$ cat config.mk
export PLATFORM = sky130hd
export DESIGN_NAME = serial_subtractor
export DESIGN_NICKNAME = d
export VERILOG_FILES = /design/src/rtl/serial_subtractor.sv
export SDC_FILE = /design/constraint.sdc
export NUM_CORES = 1
export LEC_CHECK = 0
export BUFFER_PORTS_ARGS = -buffer_cell sky130_fd_sc_hd__buf_4
export CORE_UTILIZATION = 49
export CTS_CLUSTER_DIAMETER = 150
export DETAILED_ROUTE_END_ITERATION = 6
export PLACE_DENSITY_LB_ADDON = 0.08
export SETUP_SLACK_MARGIN = 0.2
export SYNTH_ARGS = -nofsm -noshare
export SYNTH_HDL_FRONTEND = slang
export SYNTH_SLANG_ARGS = --single-unit
$ cat constraint.sdc
create_clock -name clk -period 1.5 [get_ports clk]
set_input_delay 0.15 -clock clk [delete_from_list [all_inputs] [get_ports clk]]
set_output_delay 0.15 -clock clk [all_outputs]
set_load 0.03 [all_outputs]
$ cat src/rtl/serial_subtractor.sv
// ============================================================================
// serial_subtractor: bit-serial A-B, LSB first, start/busy/done handshake.
// Optional SERIAL_ADDSUB_EN adds an op port (0 = subtract, 1 = add).
// Revision: 1.0
// ============================================================================
`default_nettype none

module serial_subtractor #(
  parameter int WIDTH = 8
) (
  input  logic             clk,
  input  logic             rst_n,
  input  logic             start,
`ifdef SERIAL_ADDSUB_EN
  input  logic             op,
`endif
  input  logic [WIDTH-1:0] a,
  input  logic [WIDTH-1:0] b,
  output logic             busy,
  output logic             done,
  output logic [WIDTH-1:0] diff,
  output logic             borrow,
  output logic             overflow,
  output logic             zero
);

  localparam int CW = $clog2(WIDTH + 1);

  typedef enum logic [1:0] {
    IDLE  = 2'd0,
    SHIFT = 2'd1,
    DONE  = 2'd2
  } state_t;

  state_t           state, next_state;
  logic [WIDTH-1:0] ra, rb, res;
  logic [CW-1:0]    cnt;
  logic             br, sa, sb;
  logic             bit_d, br_next, accept, last;
  logic [WIDTH-1:0] res_next;
  logic             ovf_next;
`ifdef SERIAL_ADDSUB_EN
  logic             op_r;
`endif

  assign accept   = start && (state != SHIFT);
  assign last     = (state == SHIFT) && (cnt == CW'(WIDTH - 1));
  assign busy     = (state == SHIFT);
  assign done     = (state == DONE);
  assign bit_d    = ra[0] ^ rb[0] ^ br;
  assign res_next = {bit_d, res[WIDTH-1:1]};

  always_comb begin
    br_next  = (~ra[0] & rb[0]) | (~(ra[0] ^ rb[0]) & br);
    ovf_next = (sa != sb) && (bit_d != sa);
`ifdef SERIAL_ADDSUB_EN
    if (op_r) begin
      br_next  = (ra[0] & rb[0]) | (br & (ra[0] ^ rb[0]));
      ovf_next = (sa == sb) && (bit_d != sa);
    end
`endif
  end

  always_ff @(posedge clk or negedge rst_n) begin
    if (!rst_n) state <= IDLE;
    else        state <= next_state;
  end

  always_comb begin
    next_state = state;
    case (state)
      IDLE:    if (start) next_state = SHIFT;
      SHIFT:   if (last)  next_state = DONE;
      DONE:    next_state = start ? SHIFT : IDLE;
      default: next_state = IDLE;
    endcase
  end

  always_ff @(posedge clk or negedge rst_n) begin
    if (!rst_n) begin
      ra       <= '0;
      rb       <= '0;
      res      <= '0;
      cnt      <= '0;
      br       <= 1'b0;
      sa       <= 1'b0;
      sb       <= 1'b0;
      diff     <= '0;
      borrow   <= 1'b0;
      overflow <= 1'b0;
      zero     <= 1'b0;
`ifdef SERIAL_ADDSUB_EN
      op_r     <= 1'b0;
`endif
    end else begin
      if (accept) begin
        ra   <= a;
        rb   <= b;
        sa   <= a[WIDTH-1];
        sb   <= b[WIDTH-1];
        br   <= 1'b0;
        cnt  <= '0;
`ifdef SERIAL_ADDSUB_EN
        op_r <= op;
`endif
      end else if (state == SHIFT) begin
        ra  <= ra >> 1;
        rb  <= rb >> 1;
        res <= res_next;
        br  <= br_next;
        cnt <= cnt + 1'b1;
      end
      // Results are published only on the edge that completes the last shift.
      if (last) begin
        diff     <= res_next;
        borrow   <= br_next;
        overflow <= ovf_next;
        zero     <= (res_next == '0);
      end
    end
  end

endmodule

`default_nettype wire

==> summary.txt, run 1 <==
STA
  – Final setup margin: -29.32 ps
  – Final TNS setup: -37.10 ps
  – Period Utilization, post-route: 102.0%
  – Fmax: between 600 and 700 MHz
  – Final hold vios: 0
  – Setup Skew: roughly 7.5 ps
  – Period minus WS final: between 1500 and 2000 ps
  – Endpoints failing setup: 3
  – Max-slew violations: 0
  – RSZ-0062 raised after global routing: yes
  – Worst hold margin: between 100 and 150 ps
  – Slew margin rel.: about two thirds
  – Measured slew at the worst slew-check pin: approximately 530 ps

Cells and area
  – # diodes: 0
  – Layout area overhead: 37.02%
  – Most frequent cells in the layout: 43 x dfrtp_1, 39 x buf_4, 35 x nand2_1
  – # nets final: 243
  – Share of layout cells above drive strength 1: a little over 40%
  – Commonest non-fill, non-tap cell in the layout: dfrtp_1

Power
  – LEAKAGE: roughly 0.0013 uW
  – VDD IR max: between 0.8 and 0.9 mV
  – Pwr per Cell Area: around 2100 mW/mm^2

GRT
  – Grt total ovfl: 0
  – Initial antenna violation count: 0
  – GRT Total Usage: 19.48%
  – First-pass GRT wire length: approximately 6000 um
  – Pin count of the biggest net entering global routing: 44
  – Vias in the first global route: about 1,400

Logic synthesis
  – Multiplexer share of the synthesized area: roughly 19%
  – Post-Syn Nets: ~190
  – Synth Area in Simple Gates: between 10% and 20%
  – #FFs+latches synth: 43
  – XOR/XNOR Fraction of Synth Area: less than 1%
  – Largest family of logic cells by synthesized area: multiplexers
  – Top_reg_cell synth: dfrtp_1
  – Synth Cell Area: approximately 0.0019 mm^2
  – Post-synthesis sequential area ratio: roughly 57%
  – Post-synth cell types: 22
  – Syn avg cell area: around 11 um^2
  – Post-synthesis adder-cell area fraction: ~1.7%
  – Post-Syn Instances: roughly 170
  – Post-synth ARST share: 100.0%
  – EDFF count, synth: 0
  – Post-synthesis compound-gate area fraction: ~5.5%
  – Warnings from Yosys: 0

Hold path
  – Hold Startpoint: b[7]
  – Worst hold path class: input pin to flop

Detailed routing
  – DRT Wirelength: approximately 3600 um
  – Avg WL per Cell: about 13 um
  – Via count: 1,400
  – Post-DR vias/cell: 5.185
  – Initial DRC Count: 57
  – Pre-antenna DRT Iters: 4
  – Antenna-violating nets left: 0
  – DRC viols: 0

Run status
  – Status: complete, but fails checks
  – Failing checks: setup timing

Clocking
  – TritonCTS clock tree: done
  – Clock sinks: between 40 and 50
  – CTS Root Cell: clkbuf_8
  – Worst skew pair latency: between 200 and 300 ps
  – H-tree levels: 2
  – Clock Pin Slew Worst Setup and Hold Paths: about 70 ps
  – Total CTS buffers: 5
  – CTS Buffer Depth: 2

Worst setup path
  – Slowest stage delay, CP: 600 ps
  – Worst EP arrival: 1710 ps
  – Critical Path Fanout Max: 4
  – Worst setup path class: flop to flop
  – Crit path max-delay family: adder cells
  – Crit start category: flop
  – Start point of the critical path: rb[0]
  – Crit. End Element: flop
  – Worst R2R Start: rb[0]
  – Worst path bufs/invs: 1
  – Worst path cell trace: inv_2 -> fa_2 -> nand2b_1 -> o21ai_1 -> mux2_4
  – Slowest-stage cell, CP: fa_2
  – Worst path required time: ~1700 ps

Floorplan
  – Rows: 22
  – Io pins: 32
  – Die ar.: 0.004129 mm^2
  – Chip Height: about 64 um
  – Placeable Area: roughly 0.0037 mm^2
  – Initial Util: approximately 51%
  – Horiz. Die Dim: between 60 and 70 um

Place
  – Final GP Congestion: between 0.7 and 0.8
  – Port buffer count: 31
  – Post-DP HPWL: approximately 2200 um

Flow run
  – Max capacitance violation total: 0
==> Yosys cell counts, types with 2 or more instances <==
library cell / instances / area (um^2)
clkbuf_1: 2 / 7.510
o21ai_0: 21 / 105.1
nand2b_1: 2 / 12.51
buf_2: 4 / 20.02
nand2_1: 41 / 153.9
inv_1: 6 / 22.52
nor2_1: 2 / 7.510
nand3_1: 4 / 20.02
nor4_1: 2 / 12.51
mux2i_1: 19 / 190.2
mux2_4: 7 / 105.1
dfrtp_1: 43 / 1076
mux2_2: 5 / 56.30
==> per-layer routing <==
metal | wire (um) | global-route usage, %
met5 | 0 | 0
met4 | 90 | 8.611
met3 | 150 | 7.143
met2 | 1852 | 30.79
met1 | 1526 | 23.74
==> worst register-to-register path, delay by kind of cell, from the launching register on <==
| family | cells | cell delay [ps] |
|---|---|---|
| fa+ha+maj | 1 | 600 |
| compound gates | 1 | 50 |
| mux | 1 | 250 |
| buf+inv | 1 | 50 |
| flops | 1 | 360 |
| simple gates | 1 | 110 |
==> metrics by stage <==
stage	setup slack [ps]	instance area (um^2)	std cells	util, %	power (uW)
6_report	-29.32	2603	270	70.56	5498
5_1_grt	-99.47	2603	270	70.56	5875
4_1_cts	-23.90	2459	266	66.66	5068
3_5_place_dp	-14.86	2198	243	59.60	4030
3_3_place_gp	-5.261	2198	243	59.60	3967
2_1_floorplan	10.70	1914	167	-	3393
==> sequential cells by signal, indices dropped and copies added (netlist names) <==
| name | cells |
|---|---|
| diff | 8 |
| overflow | 1 |
| res | 7 |
| borrow | 1 |
| ra | 8 |
| sa | 1 |
| zero | 1 |
| sb | 1 |
| state | 2 |
| rb | 8 |
| cnt | 4 |
| br | 1 |
==> worst paths after layout <==
path	end	slack, ps	depth (start not counted)
min in group asynchronous	diff[2]	380	2
worst max register to register	overflow	-30	5
worst min register to register	ra[0]	490	2
worst max-delay path	overflow	-30	5
max in group asynchronous	rb[4]	750	2
worst min-delay path	sb	100	2
==> cell families after synthesis <==
kind of cell	count (synthesis)
AO/OA/AOI/OAI	21
buffers and inverters	15
XOR/XNOR	1
adder cells (fa/ha/maj)	2
flip-flops	43
AND/OR/NAND/NOR	54
multiplexers	31
==> layout make-up <==
type | instances | area, um^2
repair buffers | 57 | 549.3
flip-flops and latches | 43 | 1076
well taps | 48 | 60.06
fillers | 253 | 1086
inverters | 6 | 27.53
multi-input cells | 109 | 802.0
clock inverters | 1 | 5.005
clock buffers | 6 | 82.58
==> what timing repair did <==
item | in CTS | in global routing
gates cloned | 1 | 1
gates resized for setup | 12 | 36
endpoints found under the setup margin | 29 | 30
hold buffers | 1 | 0
hold endpoints to repair | 43 | 0
setup buffers | 14 | 3
pin swaps | 1 | 1
==> power by group <==
part | internal, uW | switching, uW
Combinational | 1450 | 1280
Clock | 361 | 368
Sequential | 1660 | 377
Total | 3470 | 2020
Note: power is estimated with default switching activity, not from simulation.
==> inputs of run 2 (changes only) <==
- PLACE_DENSITY: unset -> 0.75
- PLACE_DENSITY_LB_ADDON: 0.08 -> unset
==> summary.txt, run 2 (synthesized netlist as in run 1, its figures left out) <==
Cells and area
  – Layout area overhead: 32.67% (was 37.02%)
  – Most frequent cells in the layout: 44 x buf_4, 43 x dfrtp_1, 39 x nand2_1 (was 43 x dfrtp_1, 39 x buf_4, 35 x nand2_1)
  – Share of layout cells above drive strength 1: 38.01% (was 41.44%)
  – # diodes: 0 (unchanged)
  – # nets final: 241 (was 243)
  – Commonest non-fill, non-tap cell in the layout: buf_4 (was dfrtp_1)
  – Largest regs: diff (8), ra (8), rb (8) (unchanged)

Detailed routing
  – Avg WL per Cell: 13.56 um (was 13.40 um)
  – Pre-antenna DRT Iters: 4 (unchanged)
  – Initial DRC Count: 87 (was 57)
  – Post-DR vias/cell: 5.130 (was 5.185)
  – DRT Wirelength: 3647 um (was 3619 um)
  – Antenna-violating nets left: 0 (unchanged)
  – Via count: 1,380 (was 1,400)
  – DRC viols: 0 (unchanged)

GRT
  – Vias in the first global route: 1,417 (was 1,351)
  – Pin count of the biggest net entering global routing: 44 (unchanged)
  – Grt total ovfl: 0 (unchanged)
  – GRT Total Usage: 20.46% (was 19.48%)
  – First-pass GRT wire length: 6341 um (was 5934 um)
  – Initial antenna violation count: 0 (unchanged)

Worst setup path
  – Crit. End Element: flop (unchanged)
  – Worst setup path class: flop to flop (unchanged)
  – Worst EP arrival: 1730 ps (was 1710 ps)
  – Crit start category: flop (unchanged)
  – Worst r2r path cells: 5 (unchanged)
  – Worst path required time: 1680 ps (about the same)
  – Critical Path Fanout Max: 4 (unchanged)

STA
  – Final TNS setup: -88.12 ps (was -37.10 ps)
  – Period Utilization, post-route: 103.2% (was 102.0%)
  – Period minus WS final: 1548 ps (was 1529 ps)
  – Final hold vios: 0 (unchanged)
  – Final setup margin: -48.12 ps (was -29.32 ps)
  – Fmax: 645.9 MHz (was 653.9 MHz)
  – Setup Skew: 7.048 ps (was 7.546 ps)
  – Endpoints failing setup: 2 (was 3)
  – RSZ-0062 raised after global routing: yes (unchanged)
  – Measured slew at the worst slew-check pin: 520.2 ps (was 527.9 ps)
  – Max-slew violations: 0 (unchanged)
  – Slew margin rel.: 65.32% (was 64.81%)

Power
  – Sequential Power Share: 38.3% (was 37.1%)
  – Pwr per Cell Area: 2111 mW/mm^2 (was 2113 mW/mm^2)
  – NetSw: 1970 uW (was 2025 uW)
  – VDD IR max: 0.9332 mV (was 0.8869 mV)
  – Pint: 3349 uW (was 3473 uW)
  – Total Power: 5319 uW (was 5498 uW)
  – LEAKAGE: 0.001241 uW (was 0.001276 uW)
  – Sw Ratio: 37.03% (was 36.83%)
  – Comb pwr share: 48.8% (was 49.6%)
  – Clock share of power: 12.9% (was 13.3%)

Floorplan
  – Rows: 22 (unchanged)
  – Horiz. Die Dim: 64.26 um (unchanged)
  – Placeable Area: 0.003689 mm^2 (unchanged)
  – Initial Util: 51.49% (unchanged)
  – Io pins: 32 (unchanged)
  – Die ar.: 0.004129 mm^2 (unchanged)
  – Chip Height: 64.26 um (unchanged)

Clocking
  – Worst skew pair latency: 290 ps (about the same)
  – Clock sinks: 43 (unchanged)
  – Clock Pin Slew Worst Setup and Hold Paths: 80 ps (was 70 ps)
  – TritonCTS clock tree: done (unchanged)
  – CTS Root Cell: clkbuf_8 (unchanged)
  – CTS Buffer Depth: 2 (unchanged)
  – H-tree levels: 2 (unchanged)
  – Total CTS buffers: 5 (unchanged)

Hold path
  – Hold path depth: 2 (unchanged)
  – Worst hold path class: input pin to flop (unchanged)

Place
  – Port buffer count: 31 (unchanged)
  – Final GP Congestion: 0.8113 (was 0.7683)
  – Post-DP HPWL: 2404 um (was 2155 um)

Flow run
  – Max capacitance violation total: 0 (unchanged)

Run status
  – Failing checks: setup timing (unchanged)
  – Status: complete, but fails checks (unchanged)
==> run 2: cell count changes in the layout (fill, tap and decap cells not counted), moves of 2 or more <==
cell / previous run / this run
o21ai_0: 10 / 18
nand2_2: 5 / 1
o21ai_1: 9 / 2
nand3_1: 2 / 4
buf_8: 2 / 0
nand2_1: 35 / 39
buf_4: 39 / 44
nand3_2: 2 / 0
buf_6: 11 / 7
clkbuf_1: 0 / 2
==> run 2: timing repair <==
item / 4_1_cts / 5_1_grt
pin swaps: 3 / 2
gates cloned: 1 / 0
buffers inserted: 12 / 5
hold buffers: 1 / 0
endpoints found under the hold margin: 43 / 0
endpoints found under the setup margin: 31 / 34
gates resized for setup: 13 / 10
==> run 2: layout make-up <==
class	instances	area, um^2
well taps	48	60.06
clock inverters	1	5.005
clock buffers	7	76.32
repair buffers	55	486.7
fillers	295	1169
flip-flops and latches	43	1076
inverters	6	26.28
multi-input cells	109	789.5
==> run 2: power by group through the flow <==
stage | Clock, uW | Combinational (uW) | Sequential (uW)
floorplan | 0 | 1170 | 2230
global placement | 0 | 1960 | 2010
detailed placement | 0 | 2040 | 2050
CTS | 709 | 2340 | 2020
global route | 764 | 2860 | 2100
finish | 685 | 2600 | 2040
==> run 2: path summary, 6_finish.rpt <==
path	slack, ps	from	end
max	-50	rb[0]	overflow
min	110	a[7]	sa
max reg2reg	-50	rb[0]	overflow
min reg2reg	490	ra[7]	ra[6]
max in group asynchronous	760	rst_n	ra[7]
min in group asynchronous	370	rst_n	diff[2]
==> run 2: critical path: stages (launching register included) <==
cell      delay [ps]
dfrtp_1          370
inv_2             50
fa_2             610
nand2b_4         130
o21ai_2           40
mux2_4           250
==> run 2: routing by layer <==
layer	vias up	wire length, um	track usage (%)
li1	660	-	-
met1	680	1527	23.33
met2	36	1913	36.58
met3	4	166	6.071
met4	0	40	6.111
met5	-	0	0
==> run 2: metrics by stage <==
stage / std cells / worst slack [ps] / area (um^2) / hold slack [ps] / util, %
2_1_floorplan: 167 / 10.70 / 1914 / -145.6 / -
4_1_cts: 264 / -30.14 / 2451 / 108.6 / 66.45
5_1_grt: 269 / -82.44 / 2520 / 108.2 / 68.32
3_3_place_gp: 242 / -8.190 / 2203 / 159.9 / 59.74
3_5_place_dp: 242 / -44.93 / 2203 / 166.2 / 59.74
6_report: 269 / -48.12 / 2520 / 112.5 / 68.32
